--- config.mk ---
export PLATFORM = sky130hd
export DESIGN_NAME = ofdm_symbol_scheduler
export DESIGN_NICKNAME = d
export VERILOG_FILES = /design/src/rtl/ofdm_pkg.sv /design/src/rtl/ofdm_slot_classifier.sv /design/src/rtl/ofdm_symbol_scheduler.sv
export SDC_FILE = /design/constraint.sdc
export NUM_CORES = 1
export LEC_CHECK = 0
export CAP_MARGIN = 15
export CORE_AREA = 2 2 109 111
export CTS_BUF_LIST = sky130_fd_sc_hd__clkbuf_4 sky130_fd_sc_hd__clkbuf_8
export CTS_CLUSTER_DIAMETER = 100
export DETAILED_ROUTE_END_ITERATION = 8
export DIE_AREA = 0 0 111 113
export PLACE_DENSITY = 0.72
export RECOVER_POWER = 100
export SLEW_MARGIN = 5
export SYNTH_ARGS = -nofsm -noshare
export SYNTH_HDL_FRONTEND = slang
export SYNTH_SLANG_ARGS = --single-unit
--- constraint.sdc ---
create_clock -name clk -period 2.33 [get_ports clk]
set_input_delay 0.233 -clock clk [delete_from_list [all_inputs] [get_ports clk]]
set_output_delay 0.233 -clock clk [all_outputs]
set_load 0.005 [all_outputs]
--- src/rtl/ofdm_pkg.sv ---
// Shared types and helpers for the OFDM symbol scheduler.
// Slot classes, FSM states, default geometry and a saturating negate.
package ofdm_pkg;

    localparam int unsigned DEF_W             = 16;
    localparam int unsigned DEF_N_SC          = 64;
    localparam int unsigned DEF_PILOT_SPACING = 8;
    localparam int unsigned MAX_W             = 32;

    typedef enum logic [1:0] {SLOT_NULL, SLOT_PILOT, SLOT_DATA} slot_class_e;

    typedef enum logic [1:0] {StIdle, StRun, StDone} state_e;

    // Two's complement negate of the low w bits; the most negative value maps to the most positive.
    function automatic logic [MAX_W-1:0] sat_negate(input logic [MAX_W-1:0] v,
                                                    input int unsigned      w);
        logic [MAX_W-1:0] mask;
        logic [MAX_W-1:0] min_neg;
        mask    = {MAX_W{1'b1}} >> (MAX_W - w);
        min_neg = MAX_W'(1) << (w - 1);
        if ((v & mask) == min_neg) begin
            return min_neg - MAX_W'(1);
        end
        return (~v + MAX_W'(1)) & mask;
    endfunction

endpackage

--- src/rtl/ofdm_slot_classifier.sv ---
// Maps a subcarrier index to its slot class: null at DC, pilots mid-period, data elsewhere.
module ofdm_slot_classifier
    import ofdm_pkg::*;
#(
    parameter int unsigned N_SC          = DEF_N_SC,
    parameter int unsigned PILOT_SPACING = DEF_PILOT_SPACING
) (
    input  logic [$clog2(N_SC)-1:0] idx,
    output slot_class_e             cls
);

    localparam int unsigned PHASE_W = $clog2(PILOT_SPACING);

    logic [PHASE_W-1:0] phase;

    // Spacing is a power of two, so the modulo is just the low index bits.
    assign phase = idx[PHASE_W-1:0];

    always_comb begin
        cls = SLOT_DATA;
        if (idx == '0) begin
            cls = SLOT_NULL;
        end else if (phase == PHASE_W'(PILOT_SPACING / 2)) begin
            cls = SLOT_PILOT;
        end
    end

endmodule

--- src/rtl/ofdm_symbol_scheduler.sv ---
// Emits a burst of frequency-domain OFDM symbols as a stream of null, pilot and data slots,
// pulling data samples from upstream and flipping pilot polarity every symbol.
module ofdm_symbol_scheduler
    import ofdm_pkg::*;
#(
    parameter int unsigned N_SC          = DEF_N_SC,
    parameter int unsigned PILOT_SPACING = DEF_PILOT_SPACING,
    parameter int unsigned W             = DEF_W
) (
    input  logic                    clk,
    input  logic                    rst,
    input  logic                    start,
    input  logic [7:0]              num_symbols,
    input  logic [W-1:0]            pilot_i,
    input  logic [W-1:0]            pilot_q,
    input  logic                    data_valid,
    output logic                    data_ready,
    input  logic [W-1:0]            data_i,
    input  logic [W-1:0]            data_q,
    output logic                    sc_valid,
    input  logic                    sc_ready,
    output logic [W-1:0]            sc_i,
    output logic [W-1:0]            sc_q,
    output logic [$clog2(N_SC)-1:0] sc_index,
    output logic                    sc_last,
    output logic                    busy,
    output logic                    done
);

    localparam int unsigned    IDX_W = $clog2(N_SC);
    localparam logic [IDX_W-1:0] K_MAX = IDX_W'(N_SC - 1);

    state_e           state;
    logic [IDX_W-1:0] k;
    logic [7:0]       sym;
    logic [7:0]       num_sym;
    logic [W-1:0]     pil_i;
    logic [W-1:0]     pil_q;
    logic             remain;

    slot_class_e      cls;
    logic             out_free;
    logic             load;
    logic             last_slot;
    logic [W-1:0]     pilot_out_i;
    logic [W-1:0]     pilot_out_q;

    ofdm_slot_classifier #(
        .N_SC          (N_SC),
        .PILOT_SPACING (PILOT_SPACING)
    ) u_classifier (
        .idx (k),
        .cls (cls)
    );

    // k/sym track the next slot to load; remain clears once the final slot is loaded.
    assign out_free   = !sc_valid || sc_ready;
    assign data_ready = (state == StRun) && remain && out_free && (cls == SLOT_DATA);
    assign load       = (state == StRun) && remain && out_free &&
                        ((cls != SLOT_DATA) || data_valid);
    assign last_slot  = (k == K_MAX) && (sym == num_sym - 8'd1);

    assign pilot_out_i = sym[0] ? W'(sat_negate(MAX_W'(pil_i), W)) : pil_i;
    assign pilot_out_q = sym[0] ? W'(sat_negate(MAX_W'(pil_q), W)) : pil_q;

    assign busy = (state == StRun);
    assign done = (state == StDone);

    always_ff @(posedge clk) begin
        if (rst) begin
            state    <= StIdle;
            k        <= '0;
            sym      <= '0;
            num_sym  <= '0;
            pil_i    <= '0;
            pil_q    <= '0;
            remain   <= 1'b0;
            sc_valid <= 1'b0;
            sc_i     <= '0;
            sc_q     <= '0;
            sc_index <= '0;
            sc_last  <= 1'b0;
        end else begin
            case (state)
                StIdle: begin
                    if (start) begin
                        num_sym <= num_symbols;
                        pil_i   <= pilot_i;
                        pil_q   <= pilot_q;
                        k       <= '0;
                        sym     <= '0;
                        if (num_symbols != 8'd0) begin
                            remain <= 1'b1;
                            state  <= StRun;
                        end else begin
                            state  <= StDone;
                        end
                    end
                end
                StRun: begin
                    if (load) begin
                        sc_valid <= 1'b1;
                        sc_index <= k;
                        sc_last  <= (k == K_MAX);
                        case (cls)
                            SLOT_NULL: begin
                                sc_i <= '0;
                                sc_q <= '0;
                            end
                            SLOT_PILOT: begin
                                sc_i <= pilot_out_i;
                                sc_q <= pilot_out_q;
                            end
                            default: begin
                                sc_i <= data_i;
                                sc_q <= data_q;
                            end
                        endcase
                        k <= k + 1'b1;
                        if (k == K_MAX) begin
                            sym <= sym + 8'd1;
                        end
                        if (last_slot) begin
                            remain <= 1'b0;
                        end
                    end else if (sc_ready) begin
                        sc_valid <= 1'b0;
                    end
                    if (!remain && sc_valid && sc_ready) begin
                        state <= StDone;
                    end
                end
                StDone: begin
                    state <= StIdle;
                end
                default: begin
                    state <= StIdle;
                end
            endcase
        end
    end

endmodule

==> qor.yml, run 1 <==
status: "finished clean"
ys_warn_count: 0
tritoncts: "built"
cts_buffers: 9
detail_route.wl_per_cell_um: 16.2
antenna_cells: 0
first_pass_iters: 8
synthTopCellsByArea: "dfxtp_1 39%, nand2_1 10%, a21oi_1 8.1%, xnor2_1 4.7%, nor2_1 2.8%"
tightest_slew_ns: 0.875
fin_crit_sh_pct: 97.6
crit_path_start_kind: "flop"
syn-num-nets: 728
antenna_found_initial: 0
crit_path_cell_trace: "or4_1 -> or3_1 -> nor4_1 -> mux2i_1 -> o21a_1"
drc: 0
grt_setup_unrepaired: "no"
synth_largest_area_cell: "dfxtp_1"
power_leakage_uw: 0.00235
required_ns: 2.66
grt_max_degree: 75
synth-seq-cells: 97
num_vias: 5056
cp_slowest_cell: "or4_1"
max_freq_ghz: 0.440
fin_skew_ns: 0.0131
h-tree-depth: 3
syn_avg_cell_area_um2: 7.77
synth_top_area_share_pct: 38.7
clkSlewWorstSetupHoldPaths_ns: 0.10
drtIter0Drc: 365
dp_hpwl_um: 10900
die_w_um: 111
nets: 842
seq_area_frac_synth_pct: 38.7
overflow: 0
cp-end-kind: "flop"
whs_ns: 0.392
synth_area_um2: 5010
finalSetupTns_ns: 0
cts_num_sinks: 97
io_pins: 120
slew_viol_final: 0
grt_pass1_vias: 4977
die_h_um: 113
synth_cell_type_count: 60
core-area_um2: 11300
ant_nets: 0
grt_pass1_wl_um: 24000
ys_async_sr_fraction_pct: 0
finalSetupViolations: 0
worstPathArrival_ns: 2.60
clockBufferDepth: 2
r2r_slack_ns: 0.06
drive_above_1_share_pct: 7.85
area_growth_pct: 31.1
die_area_um2: 12500
synthFlopType: "dfxtp_1"
period_needed_ns: 2.27
synth_edf_count: 0
gp_congestion: 0.946
path_class: "flop to flop"
ir_drop_v: 0.000411
path_max_fanout: 6
grtUsageTotal_pct: 23.5
crit_path_max_incr_delay_ns: 0.59
hold_class: "input port to flop"
drt_wl_total_um: 14700
hold_viol: 0
numPortBuffers: 119
pwr_density_cell_nw_per_um2: 550
drv_cap: 0
syn_inst: 645
final_cells: 907
cts-root-buf: "clkbuf_8"
viasPerCell: 5.57
max-slew-margin-rel_pct: 41.7
placed_cells: 890
clock_latency_ns: 0.38
initial_utilization_pct: 44.5
rows: 39
## metrics by stage
stage	util, %	setup slack [ns]	power, uW	cell area [um^2]
floorplan	-	0.274	2280	5010
global placement	57.1	0.148	2620	6430
detailed placement	57.1	0.0641	2640	6430
CTS	58.7	0.0492	3680	6620
global route	58.3	0.000597	3810	6580
finish	58.3	0.0569	3620	6580
## synthesized netlist by cell type, drive strengths merged (16+ instances only)
library cell	n
nand2	139
dfxtp	97
a21oi	81
nor2	38
clkbuf	35
o21ai	33
xnor2	27
a211oi	16
inv	16
## cells by family after synthesis
kind of cell	synth area share, %
buf+inv	4.59
xor+xnor	5.76
mux	0.998
simple gates	24.3
compound gates	24.2
fa+ha+maj	1.50
flops	38.7
## final cells by class
cell class | count | area [um^2]
clock buffers | 11 | 145
clock inverters | 5 | 41.3
fillers | 1052 | 4700
inverters | 17 | 63.8
multi-input cells | 487 | 2840
flip-flops and latches | 97 | 1940
well taps | 143 | 179
repair buffers | 147 | 1370
## power breakdown
part           leakage [uW]  switching, uW  internal (uW)
Sequential         0.000791           88.5           1740
Combinational       0.00147            387            368
Clock             0.0000891            604            434
Total               0.00235           1080           2540
## registers in the layout (all words and copies together), names as in the netlist, 6 cells and up
name      flops
k             6
num_sym       8
pil_i        16
pil_q        16
sc_i         16
sc_index      6
sc_q         16
sym           8
## layout by cell type (no fill, tap or decap), types with 5 or more instances in the layout
cell type / Yosys / final
inv_1: 16 / 16
nand3_1: 11 / 11
nor3_1: 8 / 8
dlygate4sd3_1: 0 / 42
mux2i_1: 5 / 5
buf_4: 0 / 19
a31oi_1: 11 / 11
or3_1: 10 / 10
nand2_1: 139 / 138
o21ai_0: 8 / 8
nor4_1: 8 / 9
clkbuf_1: 35 / 6
or4_1: 9 / 9
a21oi_1: 81 / 80
o31ai_1: 9 / 9
nor2_1: 37 / 37
ha_1: 6 / 6
a211oi_1: 8 / 10
clkdlybuf4s50_1: 0 / 76
nor2b_1: 5 / 5
dfxtp_1: 97 / 97
a22oi_1: 5 / 5
a211oi_2: 8 / 6
o21ai_1: 25 / 24
xor2_1: 6 / 6
xnor2_1: 27 / 27
clkbuf_8: 0 / 10
## critical path: cells and delay by family, from the launching register on
| family | cells | cell delay (ns) |
|---|---|---|
| muxes | 1 | 0.28 |
| AOI/OAI and AO/OA | 1 | 0.13 |
| DFF | 1 | 0.37 |
| and+or+nand+nor | 3 | 1.43 |
## per-layer routing
metal | global-route usage [%] | share of wire [%] | up-vias
li1 | - | - | 2521
met1 | 29.3 | 43 | 2351
met2 | 40.0 | 49 | 163
met3 | 6.05 | 6.1 | 21
met4 | 7.67 | 2.2 | 0
met5 | 0 | 0 | -
## worst paths after layout
check                    from     endpoint  depth (start not counted)
setup / recovery     pil_i[8]     sc_i[15]                          5
hold / removal    pilot_i[14]    pil_i[14]                          3
setup reg to reg     pil_i[8]     sc_i[15]                          5
hold reg to reg   sc_index[0]  sc_index[0]                          2
## repair_timing
item	in CTS	in global routing
resized for setup	0	3
setup buffers	0	1
hold buffers	0	0
setup endpoints to repair	0	19
Note: power is estimated with default switching activity, not from simulation.
==> run 2: changes to the inputs <==
--- a/config.mk
+++ b/config.mk
@@ -6,12 +6,12 @@
 export NUM_CORES = 1
 export LEC_CHECK = 0
 export CAP_MARGIN = 15
-export CORE_AREA = 2 2 109 111
+export CORE_AREA = 2 2 102 104
 export CTS_BUF_LIST = sky130_fd_sc_hd__clkbuf_4 sky130_fd_sc_hd__clkbuf_8
 export CTS_CLUSTER_DIAMETER = 100
 export DETAILED_ROUTE_END_ITERATION = 8
-export DIE_AREA = 0 0 111 113
-export PLACE_DENSITY = 0.72
+export DIE_AREA = 0 0 104 106
+export PLACE_DENSITY = 0.81
 export RECOVER_POWER = 100
 export SLEW_MARGIN = 5
 export SYNTH_ARGS = -nofsm -noshare
==> run 2 against run 1 <==
Critical path depth increased by 1. Clock power rose by 17%. Highest routed layer unchanged. Critical endpoint is now sc_i[2]. Sequential power hardly changed.
==> qor.yml, run 2 (synthesized netlist as in run 1, its figures left out) <==
tritoncts: "built"
p_clk_share_pct: 32.1  # +3.4 points
drtIter0Drc: 316  # -13%
power_leakage_uw: 0.00237  # +0.82%
crit_path_start_kind: "flop"
cts_buffers: 9  # unchanged
detail_route.wl_per_cell_um: 16.0  # -1.3%
clkSlewWorstSetupHoldPaths_ns: 0.10  # about the same
p_int_uw: 2710  # +6.7%
finalSetupViolations: 0  # unchanged
layout_common_cells: "138 x nand2_1, 97 x dfxtp_1, 81 x a21oi_1, 76 x clkdlybuf4s50_1, 42 x dlygate4sd3_1"
die_area_um2: 11000  # -12%
overflow: 0  # unchanged
cts-root-buf: "clkbuf_8"
ant_nets: 0  # unchanged
first_pass_iters: 5  # -3
nets: 838  # -0.48%
cp-end-kind: "flop"
p_comb_share_pct: 19.8  # -1.1 points
antenna_cells: 0  # unchanged
worstPathArrival_ns: 2.53  # -0.07 ns
drt_wl_total_um: 14300  # -2.6%
cts-hold-fix-buffers: 0  # unchanged
fin_crit_sh_pct: 96.2  # -1.3 points
die_w_um: 104  # -6.3%
hold_viol: 0  # unchanged
finalSetupTns_ns: 0  # unchanged
required_ns: 2.62  # -0.04 ns
grt_max_degree: 48  # -36%
fin_skew_ns: 0.00964  # -0.00343 ns
max_freq_ghz: 0.446  # +1.4%
regArea_um2: 1940  # unchanged
final_common_cell: "nand2_1"
status: "finished clean"
path_class: "flop to flop"
final_cells: 895  # -1.3%
period_needed_ns: 2.24  # -0.0312 ns
drc: 0  # unchanged
die_h_um: 106  # -6.2%
max-slew-margin-rel_pct: 47.2  # +5.5 points
whs_ns: 0.379  # -0.0130 ns
tightest_slew_ns: 0.793  # -0.0822 ns
initial_utilization_pct: 50.2  # +5.7 points
dp_hpwl_um: 10600  # -2.7%
drv_cap: 0  # unchanged
grtUsageTotal_pct: 26.3  # +2.8 points
slew_viol_final: 0  # unchanged
sw_frac_of_total_pct: 28.7  # -1.2 points
num_vias: 5152  # +1.9%
hold_class: "input port to flop"
p_sw_uw: 1090  # +0.89%
seq_power_share_pct: 48.0  # -2.4 points
grt_setup_unrepaired: "no"
h-tree-depth: 3  # unchanged
drive_above_1_share_pct: 8.30  # +0.45 points
grt_pass1_vias: 4937  # -0.80%
cts_num_sinks: 97  # unchanged
multiInputGateArea_um2: 2850  # +0.35%
clockBufferDepth: 2  # unchanged
ir_drop_v: 0.000308  # -25%
nFillCells: 856  # -19%
path_max_fanout: 6  # unchanged
antenna_found_initial: 0  # unchanged
core-area_um2: 10000  # -11%
viasPerCell: 5.76  # +3.3%
area_growth_pct: 31.5
io_pins: 120  # unchanged
rows: 37  # -5.1%
numPortBuffers: 119  # unchanged
clock_latency_ns: 0.38  # about the same
placed_cells: 879  # -1.2%
pwr_density_cell_nw_per_um2: 576  # +4.7%
grt_pass1_wl_um: 23800  # -1.1%
gp_congestion: 0.940  # -0.61%
[run 2: layout make-up]
type                    count  area share [%]
clock inverters             6            1.39
clock buffers               9            1.88
flip-flops and latches     97            29.5
repair buffers            143            20.5
multi-input cells         487            43.2
inverters                  17           0.968
well taps                 136            2.58
[run 2: what timing repair did]
item | 4_1_cts | 5_1_grt
resized for setup | 0 | 6
endpoints found under the hold margin | 0 | 0
setup buffers | 0 | 1
endpoints found under the setup margin | 0 | 29
[run 2: layer usage]
metal | part of all wire [%] | vias to the layer above | GRT usage, %
li1 | - | 2504 | -
met1 | 41 | 2428 | 32.5
met2 | 50 | 192 | 46.4
met3 | 6.6 | 28 | 4.60
met4 | 1.9 | 0 | 9.07
met5 | 0 | - | 0
[run 2: worst paths after layout]
path / startpoint / endpoint / slack (ns) / cells after the start
worst max register to register: pil_i[8] / sc_i[2] / 0.09 / 6
worst min register to register: sc_index[5] / sc_index[5] / 0.46 / 2
worst max-delay path: pil_i[8] / sc_i[2] / 0.09 / 6
worst min-delay path: rst / pil_i[10] / 0.38 / 3
[run 2: metrics by stage]
step / setup slack (ns) / total power [uW] / util (%) / area (um^2)
floorplan: 0.274 / 2280 / - / 5010
global placement: 0.159 / 2600 / 63.9 / 6390
detailed placement: 0.0525 / 2620 / 63.9 / 6390
CTS: 0.0291 / 3820 / 66.1 / 6610
global route: 0.00188 / 3970 / 65.9 / 6590
finish: 0.0881 / 3800 / 65.9 / 6590
[run 2: critical path, stage by stage, from the launching register on]
cell and delay [ns]:
dfxtp_1 0.37, or4_1 0.57, or3_1 0.48, nor4_4 0.25, buf_4 0.19, o21ai_1 0.09
a211oi_2 0.20
[run 2: power groups by stage]
stage / registers (uW) / clock network, uW / logic (uW)
global placement: 1860 / 0 / 737
global route: 1840 / 1290 / 833
floorplan: 1840 / 0 / 444
finish: 1830 / 1220 / 753
detailed placement: 1860 / 0 / 761
CTS: 1820 / 1230 / 767
